==> src/rtl/chord_pkg.sv <==
// Shared CHORD definitions: Q7.8 result format, output word layout and the
// saturating negate used when the ±90° input fold is undone.
package chord_pkg;

    localparam int OUTPUT_WIDTH = 16;
    localparam int INT_BITS     = 7;
    localparam int FRAC_BITS    = 8;
    localparam int WORD_WIDTH   = 32;

    localparam int SIN_MSB = 31;
    localparam int SIN_LSB = 16;
    localparam int COS_MSB = 15;
    localparam int COS_LSB = 0;

    localparam logic [OUTPUT_WIDTH-1:0] Q_MAX     = 16'h7FFF;
    localparam logic [OUTPUT_WIDTH-1:0] Q_MIN     = 16'h8000;
    localparam logic [OUTPUT_WIDTH-1:0] ANGLE_P90 = 16'(90 << FRAC_BITS);

    // Two's-complement negate; the most negative code has no positive
    // counterpart, so it clamps to the largest positive value.
    function automatic logic [OUTPUT_WIDTH-1:0] sat_neg(input logic [OUTPUT_WIDTH-1:0] v);
        logic [OUTPUT_WIDTH-1:0] r;
        if (v == Q_MIN) begin
            r = Q_MAX;
        end else begin
            r = (~v) + 16'h0001;
        end
        return r;
    endfunction

endpackage

==> src/rtl/chord_out_fifo.sv <==
// Generic first-word-fall-through FIFO with occupancy and a sticky drop flag.
// A push while full is accepted only when a pop frees the head slot in the same cycle.
module chord_out_fifo #(
    parameter int WIDTH       = 32,
    parameter int DEPTH       = 4,
    parameter int LEVEL_WIDTH = 3
) (
    input  logic                   clk,
    input  logic                   rst,
    input  logic                   push,
    input  logic [WIDTH-1:0]       push_data,
    input  logic                   pop_ready,
    output logic [WIDTH-1:0]       head,
    output logic                   head_valid,
    output logic [LEVEL_WIDTH-1:0] level,
    output logic                   overflow
);

    localparam int PTR_W = $clog2(DEPTH);

    logic [WIDTH-1:0]       mem_r [DEPTH];
    logic [PTR_W-1:0]       rd_ptr_r;
    logic [PTR_W-1:0]       wr_ptr_r;
    logic [LEVEL_WIDTH-1:0] level_r;
    logic                   overflow_r;

    logic empty_s;
    logic full_s;
    logic pop_s;
    logic push_ok_s;
    logic drop_s;

    // Handshake decode from registered occupancy only.
    always_comb begin
        empty_s   = (level_r == {LEVEL_WIDTH{1'b0}});
        full_s    = (level_r == LEVEL_WIDTH'(DEPTH));
        pop_s     = (!empty_s) && pop_ready;
        push_ok_s = push && ((!full_s) || pop_s);
        drop_s    = push && full_s && (!pop_s);
    end

    // Storage; cleared on reset so the head reads zero afterwards.
    always_ff @(posedge clk) begin
        if (rst) begin
            for (int i = 0; i < DEPTH; i++) begin
                mem_r[i] <= {WIDTH{1'b0}};
            end
        end else if (push_ok_s) begin
            mem_r[wr_ptr_r] <= push_data;
        end
    end

    // Pointers wrap naturally because DEPTH is a power of two.
    always_ff @(posedge clk) begin
        if (rst) begin
            rd_ptr_r   <= {PTR_W{1'b0}};
            wr_ptr_r   <= {PTR_W{1'b0}};
            level_r    <= {LEVEL_WIDTH{1'b0}};
            overflow_r <= 1'b0;
        end else begin
            if (pop_s) begin
                rd_ptr_r <= rd_ptr_r + PTR_W'(1);
            end
            if (push_ok_s) begin
                wr_ptr_r <= wr_ptr_r + PTR_W'(1);
            end
            case ({push_ok_s, pop_s})
                2'b10:   level_r <= level_r + LEVEL_WIDTH'(1);
                2'b01:   level_r <= level_r - LEVEL_WIDTH'(1);
                default: level_r <= level_r;
            endcase
            if (drop_s) begin
                overflow_r <= 1'b1;
            end
        end
    end

    assign head       = mem_r[rd_ptr_r];
    assign head_valid = !empty_s;
    assign level      = level_r;
    assign overflow   = overflow_r;

endmodule

==> src/rtl/interface_output.sv <==
// CHORD output adapter: undoes the ±90° input fold, packs each result into a
// 32-bit word in a post-process register, and buffers words for a valid/ready consumer.
module interface_output #(
    parameter int OUTPUT_WIDTH = 16,
    parameter int FIFO_DEPTH   = 4,
    parameter int LEVEL_WIDTH  = 3
) (
    input  logic                    clk,
    input  logic                    rst,
    input  logic [OUTPUT_WIDTH-1:0] x_out,
    input  logic [OUTPUT_WIDTH-1:0] y_out,
    input  logic [OUTPUT_WIDTH-1:0] degree_out,
    input  logic                    flip_out,
    input  logic                    fold_neg_out,
    input  logic                    arctan_en_out,
    input  logic                    valid_out,
    output logic [31:0]             out_interface,
    output logic                    valid_out_interface,
    input  logic                    ready_in_interface,
    output logic [LEVEL_WIDTH-1:0]  fifo_level,
    output logic                    overflow
);

    import chord_pkg::*;

    logic [OUTPUT_WIDTH-1:0] sin_s;
    logic [OUTPUT_WIDTH-1:0] cos_s;
    logic [WORD_WIDTH-1:0]   word_s;
    logic [WORD_WIDTH-1:0]   s1_word_r;
    logic                    s1_valid_r;

    // Unfold: theta = phi + 90 rotates (c,s) to (-s,c); theta = phi - 90 to (s,-c).
    always_comb begin
        sin_s  = y_out;
        cos_s  = x_out;
        word_s = {WORD_WIDTH{1'b0}};
        case ({flip_out, fold_neg_out})
            2'b10: begin
                cos_s = sat_neg(y_out);
                sin_s = x_out;
            end
            2'b11: begin
                cos_s = y_out;
                sin_s = sat_neg(x_out);
            end
            default: begin
                sin_s = y_out;
                cos_s = x_out;
            end
        endcase
        if (arctan_en_out) begin
            word_s = {{(WORD_WIDTH-OUTPUT_WIDTH){1'b0}}, degree_out};
        end else begin
            word_s[SIN_MSB:SIN_LSB] = sin_s;
            word_s[COS_MSB:COS_LSB] = cos_s;
        end
    end

    // Post-process register; inputs seen during reset are discarded.
    always_ff @(posedge clk) begin
        if (rst) begin
            s1_valid_r <= 1'b0;
            s1_word_r  <= {WORD_WIDTH{1'b0}};
        end else begin
            s1_valid_r <= valid_out;
            if (valid_out) begin
                s1_word_r <= word_s;
            end
        end
    end

    chord_out_fifo #(
        .WIDTH       (WORD_WIDTH),
        .DEPTH       (FIFO_DEPTH),
        .LEVEL_WIDTH (LEVEL_WIDTH)
    ) u_fifo (
        .clk        (clk),
        .rst        (rst),
        .push       (s1_valid_r),
        .push_data  (s1_word_r),
        .pop_ready  (ready_in_interface),
        .head       (out_interface),
        .head_valid (valid_out_interface),
        .level      (fifo_level),
        .overflow   (overflow)
    );

endmodule
==> config.mk <==
export PLATFORM = sky130hd
export DESIGN_NAME = interface_output
export DESIGN_NICKNAME = d
export VERILOG_FILES = /design/src/rtl/chord_pkg.sv /design/src/rtl/chord_out_fifo.sv /design/src/rtl/interface_output.sv
export SDC_FILE = /design/constraint.sdc
export NUM_CORES = 1
export LEC_CHECK = 0
export ABC_AREA = 1
export CAP_MARGIN = 10
export CORE_MARGIN = 2
export CORE_UTILIZATION = 60
export DETAILED_ROUTE_END_ITERATION = 10
export DONT_BUFFER_PORTS = 1
export PLACE_DENSITY = 0.76
export SETUP_SLACK_MARGIN = 0.15
export SYNTH_ARGS = -nofsm -noshare
export SYNTH_HDL_FRONTEND = slang
export SYNTH_SLANG_ARGS = --single-unit
export TNS_END_PERCENT = 10
==> constraint.sdc <==
create_clock -name clk -period 4.3 [get_ports clk]
set_input_delay 0.215 -clock clk [delete_from_list [all_inputs] [get_ports clk]]
set_output_delay 0.215 -clock clk [all_outputs]
set_load 0.005 [all_outputs]
==> flow_summary.ini <==
[sta]
finalCritPeriodShare_pct = 58.6
final-setup-viol-count = 0
period_needed_ns = 2.52
hold_viol = 0
final.setup_skew_ns = 0.0148
tightest_slew_ns = 0.915
relSlewSlack_pct = 38.9
fmax_mhz = 397
rsz0062_at_grt = false
slew_violations = 0
setup-tns-final_ns = 0

[yosys]
synth.largest_area_cell = edfxtp_1
synth_flop_cell = edfxtp_1
syn-num-nets = 1047
yosysSeqAreaShare_pct = 54.2
yosysMostFrequentCell = nor2_1
ys_ff_latch = 171
syn_area_per_cell_um2 = 8.78
synth_edf_count = 128
synth_top_cells_by_count = 231 x nor2_1, 128 x edfxtp_1, 117 x nand2_1
yosysWarnings = 0
async_flop_share_pct = 0
syn_area_mm2 = 0.00868
synth_area_leaders = edfxtp_1 44%, nor2_1 10%, dfxtp_1 9.9%, o21ai_0 5.3%, nand2_1 5.1%
synthDominantCellAreaShare_pct = 44.3
postSynthCellCount = 988
ys_types = 42

[clock_network]
tritoncts = yes
numCtsBuffers = 17
clockBufferDepth = 2
cts_root_buf = clkbuf_16
htreeDepth = 4
insertion_delay_ns = 0.42
cts.sinks = 171
clkTransAtPathRegs_ns = 0.07
cts_setup_buffers = 0

[detailed_routing]
drcViolationCount = 0
via_count = 6877
via_per_inst = 5.92
drtAntennaViolNets = 0
routed_wl_mm = 21.5
initialDrtViolationCount = 571
drt_pass1_iterations = 7
wire_per_inst_um = 18.5

[pwr]
powerDensity_mw_per_mm2 = 437
irDropWorstVdd_mv = 0.352
leakagePower_nw = 3.44

[finish]
area_delta_synth_final_pct = 8.14
n_antenna_cell = 0
fin_nets = 1028
fin_util_pct = 67.1
fin_area_mm2 = 0.00939
drive_above_1_share_pct = 10.1

[setup_path]
arrival_ns = 2.31
crit_type = reg -> out
worst_r2r_path_depth = 8
cp-end-kind = output port
critPathLaunchType = register
critPathRequiredTime_ns = 4.09
worstPathMaxFanout = 33

[min_path]
hp-class = in -> reg
whs_path_depth = 3

[global_routing]
gr-total-overflow = 0
grt_pass1_wl_mm = 34.5
grt_antenna_before_repair = 0
grt.total_usage_pct = 28.1
grt_pass1_vias = 6659
grt_max_degree = 65

[placement]
place_congestion = 0.947
placed_cell_area_mm2 = 0.00874
dpl.hpwl_mm = 13.8
port_buffers = 0

[die]
die_h_um = 124
dieArea_mm2 = 0.0154
io_pins = 92
start_util_pct = 62.0
rows = 43
die_x_um = 124
coreArea_mm2 = 0.0140

[run_status]
status = completed

[run]
maxCapViolCount = 0
==> final timing paths <==
| kind | from | end | slack [ns] |
|---|---|---|---|
| setup / recovery | register | out_interface[28] | 1.78 |
| hold / removal | rst | u_fifo.wr_ptr_r[1] | 0.02 |
| setup reg to reg | u_fifo.level[1] | u_fifo.mem_r[1][0] | 1.86 |
| hold reg to reg | s1_word_r[4] | s1_word_r[4] | 0.46 |
==> layer usage <==
layer / wire [um] / up-vias / global-route usage, % / part of all wire (%)
met5: 0 / - / 0 / 0
met4: 579 / 0 / 11.3 / 2.7
met3: 1790 / 38 / 4.94 / 8.3
met2: 10300 / 318 / 46.1 / 48
met1: 8790 / 3208 / 37.3 / 41
li1: - / 3313 / - / -
==> metrics by stage <==
stage | power, W | setup WS [ns] | std cells | hold slack (ns)
6_report | 0.00410 | 1.78 | 1162 | 0.0199
2_1_floorplan | 0.00242 | 0.804 | 988 | 0.308
4_1_cts | 0.00411 | 1.74 | 1162 | 0.00567
3_3_place_gp | 0.00255 | 1.97 | 1126 | 0.283
5_1_grt | 0.00427 | 1.63 | 1162 | 0.0516
3_5_place_dp | 0.00257 | 1.91 | 1126 | 0.285
==> cells by family (layout without fill, tap and decap cells) <==
| logic type | Yosys count | after routing | synth area share, % |
|---|---|---|---|
| AO/OA/AOI/OAI | 216 | 216 | 15.0 |
| XOR/XNOR | 9 | 9 | 0.908 |
| adder cells (fa/ha/maj) | 4 | 4 | 0.663 |
| buffers and inverters | 149 | 143 | 7.29 |
| flip-flops | 171 | 171 | 54.2 |
| AND/OR/NAND/NOR | 439 | 439 | 22.0 |
==> critical path, stage by stage, from the launching register on <==
cell and delay, ns:
dfxtp_1 0.30, buf_4 0.23, inv_1 0.71, o21ai_0 0.29, o22ai_1 0.34
==> area by class of cell <==
| class | instances | area [um^2] |
|---|---|---|
| well taps | 180 | 225 |
| repair buffers | 15 | 133 |
| clock inverters | 13 | 168 |
| inverters | 96 | 363 |
| multi-input cells | 668 | 3360 |
| clock buffers | 19 | 433 |
| flip-flops and latches | 171 | 4710 |
| fillers | 1129 | 4600 |
==> registers in the layout, indices dropped and copies added, names as in the netlist, named ones only <==
name	cells
s1_word_r	32
u_fifo.level	3
u_fifo.overflow	1
u_fifo.rd_ptr_r	2
u_fifo.wr_ptr_r	2
u_fifo.mem_r	128
s1_valid_r	1
==> power by group <==
group	leakage, nW	internal, W	switching (W)
Clock	0.290	0.000920	0.000630
Sequential	1.68	0.00186	0.0000401
Combinational	1.47	0.000180	0.000472
Total	3.44	0.00296	0.00114
==> cell usage in the layout (no fill, tap or decap), drive strengths merged, types with 2 or more instances in the layout <==
master | netlist | final
a21oi | 48 | 48
clkinv | 2 | 9
o21bai | 2 | 2
nand2 | 124 | 124
ha | 3 | 3
nand3 | 33 | 33
dlygate4sd3 | 0 | 3
clkbuf | 26 | 19
bufinv | 0 | 3
inv | 94 | 96
dfxtp | 43 | 43
o22ai | 42 | 42
nand4 | 6 | 6
xor2 | 9 | 9
o21ai | 104 | 104
edfxtp | 128 | 128
buf | 27 | 12
nor3 | 32 | 32
a221oi | 16 | 16
nor2 | 243 | 243
==> timing repair <==
action,4_1_cts,5_1_grt
hold buffers,4,0
hold endpoints to repair,35,0
resized for setup,0,0
Note: power is estimated with default switching activity, not from simulation.
